[config.mk]
export PLATFORM = sky130hd
export DESIGN_NAME = fetch_sequencer
export DESIGN_NICKNAME = d
export VERILOG_FILES = /design/src/rtl/fetch_sequencer.sv
export SDC_FILE = /design/constraint.sdc
export NUM_CORES = 1
export LEC_CHECK = 0
export BUFFER_PORTS_ARGS = -buffer_cell sky130_fd_sc_hd__buf_2
export CAP_MARGIN = 40
export CORE_ASPECT_RATIO = 0.7
export CORE_MARGIN = 5
export CORE_UTILIZATION = 48
export DETAILED_ROUTE_END_ITERATION = 12
export GPL_TIMING_DRIVEN = 1
export PLACE_DENSITY = 0.77
export SYNTH_ARGS = -nofsm -noshare
export SYNTH_HDL_FRONTEND = slang
export SYNTH_SLANG_ARGS = --single-unit
[constraint.sdc]
create_clock -name CLK -period 1.9 [get_ports CLK]
set_input_delay 0.19 -clock CLK [delete_from_list [all_inputs] [get_ports CLK]]
set_output_delay 0.19 -clock CLK [all_outputs]
set_load 0.05 [all_outputs]
[src/rtl/fetch_sequencer.sv]
// Run-control FSM for the fetch PC unit: Init/Halt/Branch are combinational from state+decode, Ack/Timeout/counters registered.
// Latency: decode requests act on the fetch unit the same cycle; no backpressure, Start=1 aborts any run.
module fetch_sequencer #(
  parameter int unsigned STALL_CYCLES = 2,
  parameter logic [15:0] MAX_CYCLES   = 16'd60000
) (
  input  logic        CLK,
  input  logic        Init_n,
  input  logic        Start,
  input  logic [7:0]  PC,
  input  logic        HaltInstr,
  input  logic        StallReq,
  input  logic        BrReq,
  input  logic [7:0]  BrTarget,
  output logic        Init,
  output logic        Halt,
  output logic        Branch,
  output logic [7:0]  Target,
  output logic        Ack,
  output logic        Timeout,
  output logic [15:0] CycleCount,
  output logic [15:0] InstrCount
);

  typedef enum logic [2:0] {
    S_IDLE,
    S_INIT,
    S_RUN,
    S_STALL,
    S_DONE
  } state_t;

  localparam logic [3:0] STALL_LOAD = 4'(STALL_CYCLES - 1);

  state_t     state;
  logic [3:0] stall_cnt;
  logic       wd_trip;
  logic       stall_cycle;
  logic       pc_unused;

  // PC is observed by the bench only; it never steers control
  assign pc_unused   = ^PC;
  assign Target      = BrTarget;
  assign wd_trip     = (CycleCount == (MAX_CYCLES - 16'd1));
  assign stall_cycle = StallReq && !HaltInstr;

  always_comb begin
    Init   = 1'b0;
    Halt   = 1'b1;
    Branch = 1'b0;
    case (state)
      S_INIT: begin
        Init = 1'b1;
        Halt = 1'b0;
      end
      S_RUN: begin
        if (HaltInstr || StallReq) begin
          Halt = 1'b1;
        end else begin
          Halt   = 1'b0;
          Branch = BrReq;
        end
      end
      default: Halt = 1'b1;
    endcase
  end

  always_ff @(posedge CLK or negedge Init_n) begin
    if (!Init_n) begin
      state      <= S_IDLE;
      stall_cnt  <= 4'd0;
      CycleCount <= 16'd0;
      InstrCount <= 16'd0;
      Ack        <= 1'b0;
      Timeout    <= 1'b0;
    end else begin
      case (state)
        S_IDLE: begin
          if (Start) state <= S_INIT;
        end
        S_INIT: begin
          CycleCount <= 16'd0;
          InstrCount <= 16'd0;
          Ack        <= 1'b0;
          Timeout    <= 1'b0;
          stall_cnt  <= 4'd0;
          if (!Start) state <= S_RUN;
        end
        S_RUN: begin
          if (CycleCount != 16'hFFFF) CycleCount <= CycleCount + 16'd1;
          if (!stall_cycle && InstrCount != 16'hFFFF) InstrCount <= InstrCount + 16'd1;
          if (Start) begin
            state <= S_INIT;
          end else if (HaltInstr) begin
            state   <= S_DONE;
            Ack     <= 1'b1;
            Timeout <= 1'b0;
          end else if (wd_trip) begin
            state   <= S_DONE;
            Ack     <= 1'b1;
            Timeout <= 1'b1;
          end else if (StallReq && STALL_CYCLES > 1) begin
            state     <= S_STALL;
            stall_cnt <= STALL_LOAD;
          end
        end
        S_STALL: begin
          if (CycleCount != 16'hFFFF) CycleCount <= CycleCount + 16'd1;
          if (Start) begin
            state <= S_INIT;
          end else if (wd_trip) begin
            state   <= S_DONE;
            Ack     <= 1'b1;
            Timeout <= 1'b1;
          end else if (stall_cnt <= 4'd1) begin
            // the raising RUN cycle already held once, so leave when the count runs out
            state     <= S_RUN;
            stall_cnt <= 4'd0;
          end else begin
            stall_cnt <= stall_cnt - 4'd1;
          end
        end
        S_DONE: begin
          if (Start) state <= S_INIT;
        end
        default: state <= S_IDLE;
      endcase
    end
  end

endmodule

# Word-level counts from Yosys, hierarchy flattened
# Index checks and enable logic that the tools add are counted.
# W data, S select, Z words.
[totals]
reg_bits = 41
input_bits = 22
word_cells = 82
[op_classes]
n_addsub = 3
n_lt_le_gt_ge = 1
eq_ne = 19
mux = 37
reduce_logical = 16
[op_table]
columns = ["op", "n"]
rows = [
  ["$pmux W16 S2", 2],
  ["$add A16 B1 Y16 const B", 2],
  ["$mux W16", 2],
  ["$ne A16 B16 Y1 const B", 2],
  ["$mux W4", 7],
  ["$mux W3", 9],
  ["$eq A16 B16 Y1 const B", 1],
  ["$ne A2 B2 Y1 const B", 8],
  ["$mux W1", 12],
  ["$pmux W3 S4", 1],
  ["$pmux W4 S3", 1],
  ["$reduce_and A7 Y1", 1],
  ["$eq A3 B2 Y1 const B", 2],
  ["$pmux W1 S3", 2],
  ["$ne A5 B5 Y1 const B", 1],
  ["$le A4 B1 Y1 const B", 1],
  ["$ne A2 B1 Y1 const B", 2],
  ["$ne A4 B4 Y1 const B", 1],
  ["$reduce_and A2 Y1", 2],
  ["$reduce_and A4 Y1", 1],
  ["$reduce_bool A2 Y1", 2],
  ["$reduce_or A2 Y1", 2],
  ["$sub A4 B1 Y4 const B", 1],
  ["$eq A3 B1 Y1 const B", 1],
  ["8 further kinds", 10],
]

# Depth between registers and ports, before layout
[logic_depth]
word_depth = 6
mapped_depth = 8

# Worst setup path before layout
# No wires, ideal clock.
[synth_timing]
path_type = "register to register"
startpoint = "register CycleCount[0]"
endpoint = "register CycleCount[13]"
t_arrival_ns = 2.012
setup_slack_ns = -0.197
path_stages_with_launch = 8
n_path_buf = 1
synth_period_minus_slack_ns = 2.097
path_cell_list = "dfrtp_1 -> ha_1 -> and4_4 -> and4_1 -> buf_4 -> a211oi_2 -> and3_1 -> mux2i_1"
[synth_via]
elab_chain_len = 3
[synth_rtl]
columns = ["item", "line_no", "source"]
rows = [
  ["from (decl)", "21", "output logic [15:0] CycleCount,"],
  ["from (signal assigned)", "90", "if (CycleCount != 16'hFFFF) CycleCount <= CycleCount + 16'd1;"],
  ["from (signal assigned)", "108", "if (CycleCount != 16'hFFFF) CycleCount <= CycleCount + 16'd1;"],
  ["$add A16 B1 Y16 / $ne A16 B16 Y1 (equally long branches)", "90, 108", ""],
  ["$mux W16 / $ne A2 B1 Y1 (equally long branches)", "n/a", ""],
  ["$pmux W16 S2 / $reduce_and A2 Y1 (equally long branches)", "n/a", ""],
]
# Parallel ways exist; a longest one is shown, timed or not. The select of a mux whose other input is x is not followed.
# A chain may end at the register's enable or synchronous reset.

# Final worst setup path
[layout_timing]
startpoint = "register state[0]"
endpoint = "output port Branch"
[layout_via]
elab_chain_len = 2
[layout_rtl]
columns = ["item", "line_no", "source"]
rows = [
  ["from (decl)", "35", "state_t state;"],
  ["from (signal assigned)", "70", "state <= S_IDLE;"],
  ["from (signal assigned)", "79", "if (Start) state <= S_INIT;"],
  ["from (signal assigned)", "87", "if (!Start) state <= S_RUN;"],
  ["$eq A3 B2 Y1", "51", "case (state)"],
  ["$mux W1", "51", ""],
  ["to (decl)", "17", "output logic Branch,"],
]
# Every way passes these cells.

==> impl_metrics.ini <==
[power_and_ir_drop]
finalPower_uw = 3110
p_leak_uw = 0.00148
p_clk_frac = 0.209
seqPwrFrac = 0.353
powerDensity_nw_per_um2 = 1030
combPwrFrac = 0.439
peakVddDrop_uv = 568
p_switching_uw = 1310
internal_power_uw = 1800
switching_share = 0.422

[global_routing]
grt_pass1_vias = 2023
grt_busiest_layer = met2
met3_usage = 0.0552
antenna_found_initial = 0
grt_max_degree = 23
use_met2 = 0.268
grt_pass1_wl_um = 9870
track_usage = 0.173
gr-total-overflow = 0
use_met1 = 0.242

[floorplan]
top_level_ports = 67
die-area_sq_um = 6820
fp.dieW_um = 96.6
die_y_um = 70.6
start_util = 0.487
std_cell_rows = 22
core_area_sq_um = 5170

[layout]
final_nets = 340
layout_commonest_cell = buf_2
n_antenna_cell = 0
area_delta_synth_final_pct = 19.8
drive_gt1_frac = 0.337
final_area_sq_um = 3020
final_cells = 387
final_cell_mix = buf_2, dfrtp_1, nor2_1, nand2_1, buf_4
fillers = 464

[timing]
setup_viol = 0
fin_hold_ws_ns = 0.211
period_needed_ns = 1.83
worst_slack_ns = 0.0663
max_freq_ghz = 0.545
tightest_slew_ns = 0.495
slew_viol_final = 0
skew_ns = 0.00439
hold_viol_final = 0
slew-limit-headroom = 0.670
finalCritPeriodShare = 0.965

[drt]
via_per_inst = 5.59
drc = 0
drtIter0Drc = 135
ant_nets = 0
wl_um = 5910
via_count = 2164
drt-pass1-iter-count = 4
wl_per_cell_um = 15.3

[run_status]
outcome = finished clean

[min_path]
min_to = state[1]$_DFFE_PN0P_
hold_path_depth = 2
hold_path.class = input pin to register
hp-start = Start

[logic_synthesis]
synth_cells = 259
synth-main-ff-cell = dfrtp_1
avgSynthCellArea_sq_um = 9.73
yosysSeqAreaShare = 0.407
synth_area_sq_um = 2520
synth-edff-count = 0
ys_ff_latch = 41
yosys.cell_types.count = 57
async_flop_share = 1.00
syn-num-nets = 285
yosys_warnings = 0

[critical_path]
start_kind = register
r2r-end = CycleCount[13]$_DFFE_PN0P_
cp_max_fo = 7
reg2regPathDepth = 6
reg2reg_slack_ns = 0.07
crit_arrival_ns = 1.64
r2r_start = CycleCount[1]$_DFFE_PN0P_
end_kind = output pin
crit_required_ns = 1.71
worstSetupPathType = register to output pin

[clock_tree]
clk_pin_slew_ns = 0.08
htreeDepth = 2
cts_tree = built
cts_sinks = 41
clock-root-buffer = clkbuf_8
clk-insertion-delay-late_ns = 0.29
cts-buffers-inserted = 5
cts_buffer_depth = 2

[placed_design]
place_area_sq_um = 2830
port_buffers = 42
gp_congestion = 0.884
placed_cells = 373
place_ws_ns = 0.0584
dp_hpwl_um = 4250

[run]
maxCapViolCount = 0
-- per-layer routing --
layer	vias up	wire [um]	part of all wire
li1	1049	-	-
met1	1044	2900	0.49
met2	67	2620	0.44
met4	0	20	0.0034
met5	-	0	0
met3	4	364	0.062
-- flip-flops by register name, summed over array words and instances (netlist names) --
| signal | cells |
|---|---|
| Timeout | 1 |
| state | 3 |
| Ack | 1 |
| InstrCount | 16 |
| stall_cnt | 4 |
| CycleCount | 16 |
-- Yosys cell counts (2+ instances only) --
master | number | share of area
dfrtp_1 | 41 | 0.41
nor2_1 | 28 | 0.042
nand2_1 | 27 | 0.040
buf_4 | 11 | 0.033
mux2i_1 | 11 | 0.044
nand4_1 | 11 | 0.027
a21oi_1 | 10 | 0.020
and3_1 | 9 | 0.022
inv_1 | 9 | 0.013
xnor2_1 | 9 | 0.031
o21ai_0 | 8 | 0.016
nand3_1 | 6 | 0.012
xor2_1 | 6 | 0.021
nor3_1 | 5 | 0.0099
and4_1 | 4 | 0.014
ha_1 | 4 | 0.020
and4_4 | 3 | 0.013
buf_2 | 3 | 0.0060
nand4_2 | 3 | 0.015
o2111ai_1 | 3 | 0.010
o211ai_1 | 3 | 0.0089
o41ai_1 | 3 | 0.010
a211oi_2 | 2 | 0.0099
buf_6 | 2 | 0.0089
nand2b_1 | 2 | 0.0050
nor3_2 | 2 | 0.0079
nor3b_4 | 2 | 0.015
nor4_1 | 2 | 0.0050
o31ai_1 | 2 | 0.0060
-- per-stage QoR --
stage | setup TNS (ns) | util
floorplan | -0.0463 | -
global placement | 0 | 0.548
detailed placement | 0 | 0.548
CTS | 0 | 0.571
global route | -0.00487 | 0.583
finish | 0 | 0.583
-- power by group through the flow --
stage          clock network [uW]  logic [uW]  registers (uW)
6_report                      650        1360            1100
5_1_grt                       707        1490            1110
4_1_cts                       660        1260            1090
3_5_place_dp                    0        1240            1100
3_3_place_gp                    0        1220            1100
2_1_floorplan                   0         819            1240
-- worst max-delay path by stage --
stage,startpoint,to,slack (ns),cells after the start
finish,state[0]$_DFFE_PN0P_,Branch,0.07,4
global route,state[0]$_DFFE_PN0P_,InstrCount[15]$_DFFE_PN0P_,-0.004,6
CTS,state[0]$_DFFE_PN0P_,Init,0.01,5
detailed placement,CycleCount[1]$_DFFE_PN0P_,CycleCount[13]$_DFFE_PN0P_,0.06,6
global placement,CycleCount[1]$_DFFE_PN0P_,CycleCount[13]$_DFFE_PN0P_,0.08,6
floorplan,CycleCount[0]$_DFFE_PN0P_,CycleCount[13]$_DFFE_PN0P_,-0.05,7
-- cells by family (layout without fill, tap and decap cells) --
kind of cell / after synthesis / in the layout / synth area share
buffers and inverters: 26 / 82 / 0.0626
adders and majority gates: 4 / 4 / 0.0199
AOI/OAI and AO/OA: 44 / 44 / 0.130
and+or+nand+nor: 118 / 118 / 0.285
muxes: 11 / 11 / 0.0437
xor gates and xnor gates: 15 / 15 / 0.0521
DFF: 41 / 41 / 0.407
-- critical path, cell delays in order (launching register included) --
cell      delay [ns]
dfrtp_2         0.46
buf_4           0.18
nor3b_4         0.27
and3_1          0.20
clkbuf_4        0.23
-- area by class of cell --
cell class / instances / area, sq um / area share
clock buffer: 7 / 96.3 / 0.0319
clock inverter: 1 / 8.76 / 0.00290
inverter: 9 / 37.5 / 0.0124
multi-input combinational: 192 / 1360 / 0.451
sequential: 41 / 1030 / 0.343
tap: 72 / 90.1 / 0.0299
timing repair buffer: 65 / 390 / 0.129
-- timing repair --
item	in CTS	in global routing
hold buffers	1	0
resized for setup	1	6
pin swaps	0	4
endpoints found under the hold margin	20	0
endpoints found under the setup margin	1	15
setup buffers	0	5
Power figures use the tool's default switching activity.
